[config.mk]
export PLATFORM = sky130hd
export DESIGN_NAME = avalon_mm_pwm_fade_sequencer
export DESIGN_NICKNAME = d
export VERILOG_FILES = /design/src/rtl/avalon_mm_pwm_fade_sequencer.sv
export SDC_FILE = /design/constraint.sdc
export NUM_CORES = 1
export LEC_CHECK = 0
export CORE_ASPECT_RATIO = 0.9
export CORE_MARGIN = 3
export CORE_UTILIZATION = 61
export DETAILED_ROUTE_END_ITERATION = 8
export HOLD_SLACK_MARGIN = 0.03
export PLACE_DENSITY = 0.89
export SYNTH_ARGS = -nofsm -noshare
export SYNTH_HDL_FRONTEND = slang
export SYNTH_SLANG_ARGS = --single-unit
export TNS_END_PERCENT = 20
[constraint.sdc]
create_clock -name clk -period 7.9 [get_ports clk]
set_input_delay 1.58 -clock clk [delete_from_list [all_inputs] [get_ports clk]]
set_output_delay 1.58 -clock clk [all_outputs]
set_load 0.005 [all_outputs]
[src/rtl/avalon_mm_pwm_fade_sequencer.sv]
// avalon_mm_pwm_fade_sequencer
//
// Purpose: autonomous duty-cycle fader for a 4-channel Avalon-MM PWM block.
// The CPU programs a per-channel target duty, a shared step and a shared tick
// interval through the slave port. On every tick each channel's current duty
// moves one step toward its target without overshoot or wrap. Every changed
// value is pushed into the PWM comparison register (PWM_CMP_BASE + channel)
// through the master port, with channels served round-robin.
//
// Ports:
//   clk, reset        single clock, synchronous active-high reset
//   s_address/s_read/s_readdata/s_write/s_writedata
//                     Avalon-MM slave, no waitrequest, read data registered
//                     (valid the cycle after s_read)
//   m_address/m_write/m_writedata/m_waitrequest
//                     Avalon-MM master (write only) into the PWM register map
//   irq               ramp-complete interrupt, level, active-high
//
// Slave map: 0-3 TARGET1-4, 4 STEP, 5 INTERVAL, 6 CTRL (b0 enable, b1 irq_en,
//   b2 write-1 clears irq_pending), 7 STATUS (b3:0 busy, b4 irq_pending),
//   8-11 CUR1-4.
//
// Build option: define PWM_FADE_IRQ_EN to include the completion interrupt
// (irq_pending, CTRL b1/b2, STATUS b4). Without it irq is tied low and those
// bits read 0.
module avalon_mm_pwm_fade_sequencer #(
    parameter int DUTY_W       = 16,
    parameter int TICK_W       = 16,
    parameter int PWM_CMP_BASE = 4
) (
    input  logic              clk,
    input  logic              reset,
    input  logic [3:0]        s_address,
    input  logic              s_read,
    output logic [15:0]       s_readdata,
    input  logic              s_write,
    input  logic [15:0]       s_writedata,
    output logic [3:0]        m_address,
    output logic              m_write,
    output logic [DUTY_W-1:0] m_writedata,
    input  logic              m_waitrequest,
    output logic              irq
);

    typedef enum logic {
        S_IDLE  = 1'b0,
        S_ISSUE = 1'b1
    } state_t;

    logic [DUTY_W-1:0] r_target [4];
    logic [DUTY_W-1:0] r_cur    [4];
    logic [DUTY_W-1:0] r_step;
    logic [TICK_W-1:0] r_interval;
    logic              r_enable;
    logic [TICK_W-1:0] r_tick_cnt;
    logic [3:0]        r_dirty;
    logic [1:0]        r_rr_ptr;
    logic [1:0]        r_ch;
    logic [3:0]        r_m_address;
    logic              r_m_write;
    logic [DUTY_W-1:0] r_m_writedata;
    logic [15:0]       r_readdata;
    state_t            r_state;

    state_t            w_state_next;
    logic              w_tick;
    logic              w_launch;
    logic              w_accept;
    logic              w_sel_valid;
    logic [1:0]        w_sel_ch;
    logic [DUTY_W-1:0] w_cur_next [4];
    logic [3:0]        w_changed;
    logic [3:0]        w_busy;
    logic [3:0]        w_dirty_next;
    logic [15:0]       w_rdata;
    logic              w_irq_pending;
    logic              w_irq_en;

    // One ramp step toward tgt. The extra MSB keeps the sum/difference from
    // wrapping, so large steps clamp to the target instead of overshooting.
    function automatic logic [DUTY_W-1:0] ramp_toward(
        input logic [DUTY_W-1:0] cur,
        input logic [DUTY_W-1:0] tgt,
        input logic [DUTY_W-1:0] step
    );
        logic [DUTY_W:0]   sum;
        logic [DUTY_W:0]   dif;
        logic [DUTY_W-1:0] res;
        sum = {1'b0, cur} + {1'b0, step};
        dif = {1'b0, cur} - {1'b0, step};
        res = cur;
        if (cur < tgt) begin
            if (sum >= {1'b0, tgt}) res = tgt;
            else                    res = sum[DUTY_W-1:0];
        end else if (cur > tgt) begin
            if (dif[DUTY_W] || (dif[DUTY_W-1:0] <= tgt)) res = tgt;
            else                                         res = dif[DUTY_W-1:0];
        end
        return res;
    endfunction

    // ---------------- tick generator ----------------
    // >= rather than == so that lowering INTERVAL below the running count
    // wraps at once instead of running through the whole counter range.
    assign w_tick = r_enable && (r_tick_cnt >= r_interval);

    always_ff @(posedge clk) begin
        if (reset) begin
            r_tick_cnt <= '0;
        end else if (!r_enable || w_tick) begin
            r_tick_cnt <= '0;
        end else begin
            r_tick_cnt <= r_tick_cnt + 1'b1;
        end
    end

    // ---------------- ramp datapath ----------------
    always_comb begin
        for (int i = 0; i < 4; i++) begin
            w_cur_next[i] = r_cur[i];
            if (w_tick) w_cur_next[i] = ramp_toward(r_cur[i], r_target[i], r_step);
            w_changed[i] = (w_cur_next[i] != r_cur[i]);
            w_busy[i]    = (r_cur[i] != r_target[i]);
        end
    end

    always_ff @(posedge clk) begin
        if (reset) begin
            for (int i = 0; i < 4; i++) r_cur[i] <= '0;
        end else begin
            for (int i = 0; i < 4; i++) r_cur[i] <= w_cur_next[i];
        end
    end

    // ---------------- round-robin channel select ----------------
    // Search starts just after the last served channel; the served channel
    // itself is checked last.
    always_comb begin
        logic [1:0] w_idx;
        w_sel_valid = 1'b0;
        w_sel_ch    = r_rr_ptr;
        w_idx       = r_rr_ptr;
        for (int k = 1; k <= 4; k++) begin
            w_idx = r_rr_ptr + 2'(k);
            if (!w_sel_valid && r_dirty[w_idx]) begin
                w_sel_valid = 1'b1;
                w_sel_ch    = w_idx;
            end
        end
    end

    // ---------------- scheduler FSM ----------------
    always_ff @(posedge clk) begin
        if (reset) r_state <= S_IDLE;
        else       r_state <= w_state_next;
    end

    always_comb begin
        w_state_next = r_state;
        w_launch     = 1'b0;
        w_accept     = 1'b0;
        case (r_state)
            S_IDLE: begin
                if (r_enable && w_sel_valid) begin
                    w_state_next = S_ISSUE;
                    w_launch     = 1'b1;
                end
            end
            S_ISSUE: begin
                // Enable is deliberately ignored here: a started write always completes.
                if (!m_waitrequest) begin
                    w_state_next = S_IDLE;
                    w_accept     = 1'b1;
                end
            end
            default: w_state_next = S_IDLE;
        endcase
    end

    // A channel stays dirty if its value moved after being latched; a tick on
    // the acceptance edge also wins over the clear.
    always_comb begin
        w_dirty_next = r_dirty;
        if (w_accept && (r_cur[r_ch] == r_m_writedata)) w_dirty_next[r_ch] = 1'b0;
        w_dirty_next = w_dirty_next | w_changed;
    end

    always_ff @(posedge clk) begin
        if (reset) r_dirty <= '0;
        else       r_dirty <= w_dirty_next;
    end

    // ---------------- master port registers ----------------
    always_ff @(posedge clk) begin
        if (reset) begin
            r_m_write     <= 1'b0;
            r_m_address   <= '0;
            r_m_writedata <= '0;
            r_ch          <= '0;
            r_rr_ptr      <= '0;
        end else if (w_launch) begin
            r_m_write     <= 1'b1;
            r_m_address   <= 4'(PWM_CMP_BASE) + {2'b00, w_sel_ch};
            r_m_writedata <= r_cur[w_sel_ch];
            r_ch          <= w_sel_ch;
        end else if (w_accept) begin
            r_m_write     <= 1'b0;
            r_rr_ptr      <= r_ch;
        end
    end

    assign m_write     = r_m_write;
    assign m_address   = r_m_address;
    assign m_writedata = r_m_writedata;

    // ---------------- slave register writes ----------------
    always_ff @(posedge clk) begin
        if (reset) begin
            for (int i = 0; i < 4; i++) r_target[i] <= '0;
            r_step     <= DUTY_W'(1);
            r_interval <= '1;
            r_enable   <= 1'b0;
        end else if (s_write) begin
            case (s_address)
                4'd0, 4'd1, 4'd2, 4'd3: r_target[s_address[1:0]] <= s_writedata[DUTY_W-1:0];
                4'd4:                   r_step                   <= s_writedata[DUTY_W-1:0];
                4'd5:                   r_interval               <= s_writedata[TICK_W-1:0];
                4'd6:                   r_enable                 <= s_writedata[0];
                default: ;
            endcase
        end
    end

    // ---------------- completion interrupt ----------------
`ifdef PWM_FADE_IRQ_EN
    logic r_irq_en;
    logic r_irq_pending;
    logic r_done_prev;
    logic w_done;

    assign w_done = (w_busy == 4'd0) && (r_dirty == 4'd0) && (r_state == S_IDLE);

    // r_done_prev resets high so the idle state right after reset is not
    // mistaken for a ramp finishing.
    always_ff @(posedge clk) begin
        if (reset) begin
            r_irq_en      <= 1'b0;
            r_irq_pending <= 1'b0;
            r_done_prev   <= 1'b1;
        end else begin
            r_done_prev <= w_done;
            if (s_write && (s_address == 4'd6)) r_irq_en <= s_writedata[1];
            if (w_done && !r_done_prev) begin
                r_irq_pending <= 1'b1;
            end else if (s_write && (s_address == 4'd6) && s_writedata[2]) begin
                r_irq_pending <= 1'b0;
            end
        end
    end

    assign w_irq_pending = r_irq_pending;
    assign w_irq_en      = r_irq_en;
    assign irq           = r_irq_pending & r_irq_en;
`else
    assign w_irq_pending = 1'b0;
    assign w_irq_en      = 1'b0;
    assign irq           = 1'b0;
`endif

    // ---------------- slave readback ----------------
    always_comb begin
        w_rdata = '0;
        case (s_address)
            4'd0, 4'd1, 4'd2, 4'd3: w_rdata = 16'(r_target[s_address[1:0]]);
            4'd4:                   w_rdata = 16'(r_step);
            4'd5:                   w_rdata = 16'(r_interval);
            4'd6:                   w_rdata = {13'd0, 1'b0, w_irq_en, r_enable};
            4'd7:                   w_rdata = {11'd0, w_irq_pending, w_busy};
            4'd8, 4'd9, 4'd10, 4'd11: w_rdata = 16'(r_cur[s_address[1:0]]);
            default:                w_rdata = '0;
        endcase
    end

    always_ff @(posedge clk) begin
        if (reset)       r_readdata <= '0;
        else if (s_read) r_readdata <= w_rdata;
    end

    assign s_readdata = r_readdata;

endmodule
==> flow_summary.yaml <==
floorplan:
  initial_utilization_pct: 62.1
  die-area_um2: 44100
  die-height_um: 199
  io_pins: 63
  fp.dieW_um: 221
  num_rows: 70
  fp.coreArea_um2: 40800
cts:
  ctsHoldBuffers: 0
  clockBufferDepth: 3
  htree_levels: 1
  clk_pin_slew_ns: 0.07
  clk_latency_ns: 0.60
  tritoncts: "yes"
  cts_resized: 0
  cts_buffers: 25
  numClockSinks: 222
  cts_root_buffer: "clkbuf_16"
  post-cts-setup-buffers: 0
logic_synthesis:
  ys_top_cells_by_count: "ha_1 (337), nor2_1 (267), nand2_1 (248), a21oi_1 (242), inv_1 (210)"
  synthCells: 3087
  yosysMostFrequentCell: "ha_1"
  syn_area_um2: 25400
  synth_top_area_share_pct: 16.6
  avgSynthCellArea_um2: 8.22
  yosys_warnings: 0
  yosys.cell_types.count: 93
  synth-edff-count: 64
  synth_top_area_cell: "ha_1"
  yosys-top-cells-area: "ha_1 (17%), dfxtp_1 (12%), edfxtp_1 (7.6%)"
  ys_seq_area_share_pct: 20.0
  synth_seq_cells: 222
  synthArstFlopShare_pct: 0
  synth-main-ff-cell: "dfxtp_1"
drt:
  first_iter_violations: 4204
  wl_um: 109000
  ant_nets: 0
  topRoutingLayerUsed: "met5"
  wl_met1_um: 38000
  vias_per_cell: 7.37
  drc: 2
  routed-via-count: 26800
  route.met3.wl_um: 17500
  wl_met2_um: 43500
  wl_per_cell_um: 29.9
  dr.pass1.iters: 9
min_path:
  holdPathStages: 2
  hp-class: "flip-flop to flip-flop"
  hold_end: "m_write"
  hold_path.startpoint: "m_write"
placed_design:
  placed_cell_area_um2: 26400
  gp_congestion: 1.12
  post-dp-hpwl_um: 84200
  port_buffers: 60
  dp_cells: 3585
timing:
  fin_crit_ns: 7.34
  maxSlewHeadroom_pct: 24.6
  grt_setup_unrepaired: "no"
  slew_violations: 0
  max_freq_mhz: 136
  finalSetupTns_ns: 0
  fin_crit_sh_pct: 92.9
  tightest_slew_ns: 1.13
  hold_violations: 0
  setup-violations-final: 0
  fin_skew_ns: 0.0203
setup_path:
  rr_startpoint: "r_step[8]"
  worst_setup_path_end_kind: "flip-flop"
  start_kind: "flip-flop"
  arrival_ns: 7.78
  cp_max_fo: 21
  crit_required_ns: 8.34
  reg2reg_depth: 21
  path_class: "flip-flop to flip-flop"
  r2r_end: "r_dirty[2]"
  rrSetupSlack_ns: 0.56
global_route:
  grt_overflow: 0
  grt_pass1_wl_um: 158000
  grt_pass1_vias: 25000
  grt_start_max_net_pins: 57
  grt_antenna_before_repair: 13
  globalRouteTotalUtil_pct: 47.1
job:
  maxCapViolCount: 0
power:
  power_density_nw_per_um2: 110
  p_leak_uw: 0.0119
  peakVddDrop_uv: 265
  p_int_uw: 2070
  seq_power_share_pct: 42.6
  p_clk_share_pct: 42.0
  switching_share_pct: 30.8
  comb_power_share_pct: 15.4
  switchingPower_uw: 921
  total_power_uw: 2990
final_layout:
  nNetsFinal: 3442
  layoutNonFillerInstCount: 3634
  drive_gt1_share_pct: 7.67
  design_area_um2: 27300
  area_growth_pct: 7.65
status:
  failed_checks: "design-rule violations"
  outcome: "complete, but fails checks"
-- worst max path at each step --
stage,slack [ns],end,startpoint
after floorplan,2.11,r_dirty[0],r_step[1]
after global placement,0.90,r_dirty[2],r_step[9]
after detailed placement,0.93,r_dirty[2],r_step[9]
after CTS,0.91,r_dirty[2],r_step[9]
after global routing,0.39,r_dirty[1],r_step[8]
final,0.56,r_dirty[2],r_step[8]
-- power groups by stage --
| stage | logic (µW) | registers, µW | clock network (µW) |
|---|---|---|---|
| 2_1_floorplan | 297 | 1250 | 0 |
| 3_3_place_gp | 423 | 1290 | 0 |
| 3_5_place_dp | 438 | 1290 | 0 |
| 4_1_cts | 441 | 1260 | 1240 |
| 5_1_grt | 492 | 1270 | 1290 |
| 6_report | 460 | 1270 | 1260 |
-- critical path, cell delays in order (launching register included) --
cell,delay [ns]
dfxtp_1,0.87
inv_1,0.45
ha_1,0.58
and3_1,0.25
o211a_1,0.15
o31ai_1,0.38
a21oi_1,0.19
a221oi_1,0.36
xnor2_1,0.14
ha_1,0.31
nand4_1,0.13
nor4_1,0.40
o21ai_0,0.17
o2111a_1,0.15
a221o_1,0.66
mux2i_1,0.51
o32ai_1,0.15
a2111oi_2,0.42
o2111ai_1,0.17
a2111oi_1,0.45
a41o_1,0.24
a21oi_1,0.07
-- cell type report --
type	count	area [µm²]
multi-input combinational	2489	18800
fill	3361	13500
sequential	222	5080
timing repair buffer	124	1070
inverter	210	788
clock buffer	31	689
tap	540	676
clock inverter	15	159
antenna	3	7.51
-- routing by layer --
layer  vias up  GRT usage (%)
met5         -              0
met4        22           31.9
met3       592           17.3
met2      2323           68.8
met1     12400           58.5
li1      11400              -
-- registers in the layout, summed over array words and instances (netlist names), named ones only --
signal and flops:
m_writedata 16, m_address 2, r_tick_cnt 16, r_target 64, r_step 16, r_rr_ptr 2
r_state 1, m_write 1, r_ch 1, r_cur 64, s_readdata 16, r_interval 16
r_dirty 4, r_enable 1
-- through the flow --
step,hold slack (ns),utilization [%],setup slack [ns]
2_1_floorplan,0.453,-,2.11
3_3_place_gp,0.445,64.8,0.900
3_5_place_dp,0.463,64.8,0.932
4_1_cts,0.473,66.9,0.911
5_1_grt,0.490,66.9,0.388
6_report,0.474,66.9,0.559
-- cells in the final DEF, fill, tap and decap left out, types with 11 or more instances in the layout --
master | Yosys | final
nor4_1 | 20 | 18
nor2_1 | 267 | 267
and3_1 | 16 | 16
o211ai_1 | 47 | 47
o21ai_0 | 155 | 152
a22oi_1 | 17 | 17
o21a_1 | 24 | 24
mux4_2 | 63 | 63
ha_1 | 337 | 337
a221oi_1 | 36 | 36
clkbuf_16 | 0 | 26
a22o_1 | 11 | 11
nor2b_1 | 25 | 25
or3_1 | 26 | 26
o221a_2 | 16 | 16
mux2_2 | 16 | 16
edfxtp_1 | 64 | 64
mux2i_1 | 95 | 95
a211oi_1 | 57 | 57
nand4_1 | 50 | 50
a31oi_1 | 28 | 28
a21o_1 | 47 | 47
and2_1 | 43 | 42
a211o_1 | 11 | 11
o31ai_1 | 24 | 24
nor3_1 | 72 | 72
clkdlybuf4s50_1 | 0 | 57
o21bai_1 | 19 | 19
xnor2_1 | 127 | 127
buf_4 | 6 | 65
nand3_1 | 56 | 56
xor2_1 | 36 | 36
nand2b_1 | 39 | 39
inv_1 | 210 | 210
a21oi_1 | 242 | 241
nand2_1 | 248 | 247
dfxtp_1 | 158 | 158
o22ai_1 | 15 | 15
-- cells by family (layout without fill, tap and decap cells) --
family                   count (synthesis)  count (layout)  synth area share, %
adder cells (fa/ha/maj)                345             345                 17.3
AO/OA/AOI/OAI                          894             894                 24.1
multiplexers                           174             174                 10.1
XOR/XNOR                               164             164                 5.72
other                                    1               5               0.0148
AND/OR/NAND/NOR                        910             910                 17.0
buffers and inverters                  377             380                 5.83
flip-flops                             222             222                 20.0
(Power assumes the default switching activity.)
